**src/rtl/regfile_wb.sv**
```systemverilog
// Writeback stage feeding the register file write port.
// ALU and load results are queued in order and drained one per cycle.
//
// Ports:
//   clk, rst            clock, async active-low reset
//   mem_* / alu_*       valid/ready write requests (mem has priority)
//   flush               discard every pending write
//   rdReg1, rdReg2      decode read addresses checked for RAW hazards
//   hazard1, hazard2    a pending write targets rdReg1 / rdReg2
//   writeReg, wrReg,
//   wrData, writeFlag   registered regfile write port
//   count               FIFO occupancy
module regfile_wb #(
    parameter int DEPTH  = 4,
    parameter int DATA_W = 16,
    parameter int REG_W  = 4
) (
    input  logic                         clk,
    input  logic                         rst,
    input  logic                         mem_valid,
    output logic                         mem_ready,
    input  logic [REG_W-1:0]             mem_reg,
    input  logic [DATA_W-1:0]            mem_data,
    input  logic [1:0]                   mem_flag,
    input  logic                         alu_valid,
    output logic                         alu_ready,
    input  logic [REG_W-1:0]             alu_reg,
    input  logic [DATA_W-1:0]            alu_data,
    input  logic [1:0]                   alu_flag,
    input  logic                         flush,
    input  logic [REG_W-1:0]             rdReg1,
    input  logic [REG_W-1:0]             rdReg2,
    output logic                         hazard1,
    output logic                         hazard2,
    output logic                         writeReg,
    output logic [REG_W-1:0]             wrReg,
    output logic [DATA_W-1:0]            wrData,
    output logic [1:0]                   writeFlag,
    output logic [$clog2(DEPTH+1)-1:0]   count
);

    localparam int PW = $clog2(DEPTH);
    localparam int CW = $clog2(DEPTH+1);

    typedef struct packed {
        logic [REG_W-1:0]  rg;
        logic [DATA_W-1:0] data;
        logic [1:0]        flag;
    } entry_t;

    entry_t        q [DEPTH];
    logic [PW-1:0] wr_ptr;
    logic [PW-1:0] rd_ptr;
    logic [PW-1:0] alu_slot;
    logic [PW-1:0] idx;
    logic [CW-1:0] cnt;
    logic [CW-1:0] cnt_next;
    logic          mem_push;
    logic          alu_push;
    logic          pop;
    entry_t        head;

    // Readiness looks only at occupancy at the start of the cycle;
    // the entry drained this cycle is not credited.
    assign mem_ready = (cnt <= CW'(DEPTH-1)) && !flush;
    assign alu_ready = !flush &&
                       (mem_valid ? (cnt <= CW'(DEPTH-2))
                                  : (cnt <= CW'(DEPTH-1)));

    assign mem_push = mem_valid && mem_ready;
    assign alu_push = alu_valid && alu_ready;
    assign pop      = (cnt != '0) && !flush;
    assign head     = q[rd_ptr];
    assign count    = cnt;

    // When both are accepted the alu entry lands behind the mem entry.
    assign alu_slot = wr_ptr + PW'(mem_push);

    assign cnt_next = cnt + CW'(mem_push) + CW'(alu_push) - CW'(pop);

    always_ff @(posedge clk) begin
        if (mem_push) begin
            q[wr_ptr] <= '{rg: mem_reg, data: mem_data, flag: mem_flag};
        end
        if (alu_push) begin
            q[alu_slot] <= '{rg: alu_reg, data: alu_data, flag: alu_flag};
        end
    end

    always_ff @(posedge clk or negedge rst) begin
        if (!rst) begin
            wr_ptr    <= '0;
            rd_ptr    <= '0;
            cnt       <= '0;
            writeReg  <= 1'b0;
            wrReg     <= '0;
            wrData    <= '0;
            writeFlag <= '0;
        end else if (flush) begin
            wr_ptr   <= '0;
            rd_ptr   <= '0;
            cnt      <= '0;
            writeReg <= 1'b0;
        end else begin
            wr_ptr   <= wr_ptr + PW'(mem_push) + PW'(alu_push);
            rd_ptr   <= rd_ptr + PW'(pop);
            cnt      <= cnt_next;
            writeReg <= pop;
            if (pop) begin
                wrReg     <= head.rg;
                wrData    <= head.data;
                writeFlag <= head.flag;
            end
        end
    end

    // Only the cnt entries starting at rd_ptr are live.
    always_comb begin
        hazard1 = writeReg && (wrReg == rdReg1);
        hazard2 = writeReg && (wrReg == rdReg2);
        idx     = '0;
        for (int i = 0; i < DEPTH; i++) begin
            idx = rd_ptr + PW'(i);
            if (CW'(i) < cnt) begin
                if (q[idx].rg == rdReg1) hazard1 = 1'b1;
                if (q[idx].rg == rdReg2) hazard2 = 1'b1;
            end
        end
    end

endmodule

```
**config.mk**
```make
export PLATFORM = sky130hd
export DESIGN_NAME = regfile_wb
export DESIGN_NICKNAME = d
export VERILOG_FILES = /design/src/rtl/regfile_wb.sv
export SDC_FILE = /design/constraint.sdc
export NUM_CORES = 1
export LEC_CHECK = 0
export ABC_AREA = 1
export BUFFER_PORTS_ARGS = -buffer_cell sky130_fd_sc_hd__buf_2
export CAP_MARGIN = 20
export CORE_MARGIN = 5
export CORE_UTILIZATION = 61
export CTS_BUF_LIST = sky130_fd_sc_hd__clkbuf_8
export DETAILED_ROUTE_END_ITERATION = 10
export GPL_TIMING_DRIVEN = 0
export PLACE_DENSITY = 0.91
export RECOVER_POWER = 50
export SYNTH_ARGS = -nofsm -noshare
export SYNTH_HDL_FRONTEND = slang
export SYNTH_SLANG_ARGS = --single-unit
```
**constraint.sdc**
```tcl
create_clock -name clk -period 4.1 [get_ports clk]
set_input_delay 0.41 -clock clk [delete_from_list [all_inputs] [get_ports clk]]
set_output_delay 0.41 -clock clk [all_outputs]
set_load 0.05 [all_outputs]
```
# Yosys cells after proc, flatten, opt, wreduce, memory -nomap -nowiden

Memory sizes are Yosys's and may differ from the RTL's.
Cells that the tools add are included.

$add $sub $neg: 9
$lt $le $gt $ge: 6
Equal/unequal tests: 10
Multiplexer cells: 25
Bitwise operators: 1
Reductions and logical operators: 10

Operators with widths:

| cell                                                | number |
|---|---|
| == test 4 bit                                       | 10 |
| two-way mux 1 bit                                   | 22 |
| logical AND 1 bit                                   | 7 |
| adder 2 x 1 -> 2 bit                                | 3 |
| adder 3 x 1 -> 3 bit                                | 2 |
| <= comparator 3 x 2 -> 1 bit, second input constant | 2 |
| < comparator 1 x 3 -> 1 bit, first input constant   | 2 |
| < comparator 2 x 3 -> 1 bit, first input constant   | 2 |
| adder 2 bit, second input constant                  | 2 |
| two-way mux 2 bit                                   | 2 |
| two-way mux 3 bit                                   | 1 |
| nonzero test 3 bit                                  | 1 |
| subtractor 3 x 1 -> 3 bit                           | 1 |
| adder 2 x 1 -> 2 bit, second input constant         | 1 |
| AND reduction 2 bit                                 | 1 |
| zero test 1 bit                                     | 1 |
| inverter 1 bit                                      | 1 |

Register bits: 30
RAM bits: 88
Input port bits: 57
Output and inout port bits: 30
Word-level logic and storage cells: 69
Memories: 1

Memories:

| name | words | width | rd ports | clocked after Yosys merged registers in | wr ports | RTL line | source |
|---|---|---|---|---|---|---|---|
| q    | 4     | 22    | 4        | 0                                       | 2        | 51       | `entry_t q [DEPTH];` |

# Logic depth before layout (Yosys ltp)

Word-level depth: 10
Depth in mapped cells: 15
Depth with buffers taken out: 12

# Worst setup path after synthesis

Ideal clock, no wire load.

Path type: register -> register
From: reg cnt[2] (netlist: count[2])
To: mem q[0][0] in the netlist's numbering, enable pin
Setup time: 0.432 ns
Data arrival time: 3.480 ns
Data required time: 3.668 ns
Path slack: 0.188 ns
Stages on the path, launching flop included: 5
Buffers on the path: 0
Clock period less this slack: 3.912 ns
Path through: dfrtp_1 -> nor2_1 -> nand2_1 -> or2_2 -> o21ai_0

RTL lines:

| what                     | RTL line | source |
|---|---|---|
| start: declaration       | 56       | `logic [CW-1:0] cnt;` |
| start signal: assignment | 107      | `cnt <= cnt_next;` |
| end: declaration         | 51       |  |

# Worst setup path in the final report

From: reg cnt[2] (netlist: count[2])
To: reg cnt[2] (netlist: count[2])

Longest elaborated chain between the ends: 7
Elaborated cells between the ends (all ways): 13
Those cells by class: 3 x add/sub; 2 x order compare; 2 x mux; 6 x reduce/logical

RTL lines:

| what                                                      | RTL line   | source |
|---|---|---|
| <= comparator 3 x 2 -> 1 bit, on equally long branches    | 65, 68, 67 |  |
| logical AND 1 bit or two-way mux 1 bit (tied branches)    | 65, 67     |  |
| logical AND 1 bit, on equally long branches               | 70, 66     |  |
| adder 3 x 1 -> 3 bit or logical AND 1 bit (tied branches) | 79, 71     |  |
| adder 3 x 1 -> 3 bit                                      | 79         | `assign cnt_next = cnt + CW'(mem_push) + CW'(alu_push) - CW'(pop);` |
| subtractor 3 x 1 -> 3 bit (*)                             | 79         |  |
| two-way mux 3 bit (*)                                     | 99         | `end else if (flush) begin` |

Mark *: on every way between the ends. The rest lies on a longest branch, timed or not.
A chain may end at the register's enable or synchronous reset.

==> key figures <==
Drt
  – Routed WL: 21000 µm
  – WL per Instance: 18.0 µm
  – ANT nets after route: 0
  – Via count: 6831
  – DRT Pass-1 Iters: 7
  – Drt initial violations: 1094
  – Residual DRC count: 0
  – Vias per std cell: 5.86

Layout
  – Most frequent cells in the layout: nand2_1 (449), nand3_1 (145), edfxtp_1 (88)
  – Finished Layout Cells: 1166
  – Layout cell share with drive strength beyond 1: 0.128
  – Layout Nets: 1075
  – Area Growth Syn to Fin: 14.8%
  – Layout fillers: 905
  – Multi-input gate area: 3080 µm²
  – Commonest non-fill, non-tap cell in the layout: nand2_1
  – Antenna diode count: 0
  – Register area: 3390 µm²

CTS
  – Clock Path Buffers: 2
  – CTS Root Cell: clkbuf_8
  – Number of clock sinks: 118
  – H-tree level count: 4
  – TritonCTS buffer count: 17
  – CTS tree: built
  – # resized after CTS: 0
  – Clock transition at the registers of the reported paths: 0.08 ns
  – Hold_buf cts: 0
  – Clk Latency, worst-skew pair: 0.46 ns
  – Setup bufs post-CTS: 0

Critical path
  – CP Launch Type: flip-flop
  – Worst-path fanout max: 11
  – CP Depth: 12
  – Crit path capture type: flip-flop
  – Worst R2R End: count[2]
  – CP max stage delay: 0.51 ns
  – Critical path required time: 4.44 ns
  – R2R cell count: 12
  – CP arrival: 3.72 ns
  – Crit path capture: count[2]
  – Buf/Inv on CP: 4
  – CP Cell Sequence: inv_1 -> ha_1 -> a21oi_1 -> o31ai_4 -> and2_0 -> buf_6 -> clkbuf_1 -> fa_1 -> inv_1 -> fa_1 -> xnor2_1 -> nor2_1
  – Slowest cell on the critical path: clkbuf_1
  – Crit path max-delay family: buffers and inverters
  – R2R setup slack: 0.72 ns
  – Crit path kind: reg -> reg
  – Critical Path Source: count[2]
  – Reg-to-reg critical path startpoint: count[2]

Floorplanning
  – Die area: 13600 µm²
  – Die Ht: 117 µm
  – Row count: 39
  – Initial core utilization: 0.616
  – Number of I/O pins: 87
  – Core box area: 11300 µm²
  – Die X: 117 µm

Run status
  – Outcome: finished with violations
  – Failing checks: max-capacitance violations, max-slew violations

Power
  – Net Switching: 0.00264 W
  – Clk pwr share: 0.204
  – Worst vdd ir: 0.499 mV
  – Seq pwr share: 0.314
  – Comb pwr share: 0.481
  – Pwr per Cell Area: 695 nW/µm²
  – P_int: 0.00290 W
  – Static Leak: 3.84 nW
  – Switching share of power: 0.477

Placed design
  – Port Buffers: 86
  – HPWL Detailed: 14800 µm
  – RD Place Congestion: 0.967
  – Inst Count DP: 1134

Timing
  – Final period utilization: 0.824
  – Max-slew violations: 31
  – RSZ-0062 raised after global routing: false
  – Worst-margin pin slew: 1.72 ns
  – Final Hold Fails: 0
  – Min Tclk post-route: 3.38 ns
  – Max Fclk: 0.296 GHz
  – TNS Setup: 0 ns
  – Setup violations, final: 0
  – Final Skew: 0.0102 ns
  – Slew HR: -0.148

Yosys
  – Top post-synthesis cells by area: edfxtp_1 (38%), nand2_1 (24%), dfrtp_1 (11%), nand3_1 (10%), inv_1 (2.0%)
  – Avg Inst Size Synth: 7.71 µm²
  – Yosys top cell by area: edfxtp_1
  – Seq cells post-synth: 118
  – Ys Warns: 0
  – Yosys top cell area share: 0.381
  – Syn Nets: 966
  – Cell count after synthesis: 901
  – Yosys cell types: 34
  – Netlist Area Pre-Place: 6940 µm²
  – Seq/Total Area, Yosys: 0.489

GRT
  – Number of global-route vias before repair: 6385
  – GRT Total Usage: 0.320
  – Largest net degree at the start of global routing: 31
  – First-pass GRT wire length: 32600 µm
  – Initial antenna violation count: 0
  – Global route overflow: 0

Worst hold path
  – Worst hold path type: in -> reg

Run
  – Max-cap viol count: 1
## layout make-up
cell class	count	area share
Clock inverter	13	0.0195
Multi-Input combinational cell	695	0.386
Timing Repair Buffer	90	0.0585
Sequential cell	118	0.426
Inverter	45	0.0212
Buffer	43	0.0336
Clock buffer	19	0.0328
Tap cell	143	0.0224
## flip-flops by register name, indices dropped and copies added (netlist names)
signal / cells
wrData: 16
writeFlag: 2
count: 3
writeReg: 1
q: 88
wr_ptr: 2
wrReg: 4
rd_ptr: 2
## tightest hold or removal path, stage by stage
cell and delay [ns]:
buf_2 0.10, nand2_1 0.05, nand2_1 0.04
## metrics by stage
| step | setup slack [ns] | hold WS [ns] | instance area [µm²] | utilization | total power, W |
|---|---|---|---|---|---|
| floorplan | 0.188 | 0.114 | 6940 | - | 0.00363 |
| global placement | -0.00907 | 0.460 | 7550 | 0.670 | 0.00433 |
| detailed placement | 0.957 | 0.462 | 7640 | 0.678 | 0.00441 |
| CTS | 1.08 | 0.00800 | 8060 | 0.715 | 0.00553 |
| global route | 0.517 | 0.253 | 7970 | 0.707 | 0.00584 |
| finish | 0.721 | 0.251 | 7970 | 0.707 | 0.00554 |
## Yosys cell counts
cell / instances
buf_4: 8
xnor2_2: 1
buf_6: 11
nand4_1: 19
nand2_1: 448
o21ai_0: 11
xor2_1: 2
or2_2: 1
nand2_2: 3
o21ai_1: 1
o31ai_4: 1
a221oi_1: 1
a31oi_1: 2
clkinv_1: 5
fa_1: 2
nand2_4: 3
a21oi_2: 1
inv_1: 37
nor2_1: 28
xnor2_1: 3
nor2_2: 2
buf_1: 3
dfrtp_1: 30
o211ai_1: 3
nand3_2: 2
buf_2: 13
ha_1: 6
nand3_1: 145
and2_4: 1
clkbuf_1: 8
a21oi_1: 5
edfxtp_1: 88
o22ai_1: 4
inv_2: 3
## kinds of logic (layout without fill, tap and decap cells)
kind of cell	count (synthesis)	count (layout)	share of synthesized area
buffers and inverters	88	210	0.0661
AOI/OAI and AO/OA	29	29	0.0265
and+or+nand+nor	652	652	0.393
adders and majority gates	8	8	0.0166
DFF	118	118	0.489
xor gates and xnor gates	6	6	0.00865
## metal layers
layer / global-route usage / share of wire / routed length, µm / vias up
met5: 0 / 0 / 0 / -
met4: 0.145 / 0.040 / 851 / 0
met3: 0.0788 / 0.13 / 2750 / 86
met2: 0.506 / 0.46 / 9630 / 507
met1: 0.419 / 0.37 / 7810 / 3056
li1: - / - / - / 3182
## power by group through the flow
stage / logic (W) / clock network, W / registers, W
6_report: 0.00266 / 0.00113 / 0.00174
3_5_place_dp: 0.00266 / 0 / 0.00175
4_1_cts: 0.00267 / 0.00113 / 0.00173
2_1_floorplan: 0.00149 / 0 / 0.00214
3_3_place_gp: 0.00257 / 0 / 0.00176
5_1_grt: 0.00289 / 0.00119 / 0.00176
## worst min path at each step
stage | endpoint | slack, ns | start | cells past startpoint
after floorplan | count[0] | 0.11 | rst | 0
after global placement | wrData[8] | 0.46 | wrData[8] | 2
after detailed placement | wrData[6] | 0.46 | wrData[6] | 2
after CTS | count[2] | 0.008 | rst | 1
after global routing | q[0][8] | 0.25 | mem_data[6] | 3
final | q[3][4] | 0.25 | mem_data[2] | 3
No activity file was read; power rests on OpenSTA's default activity.
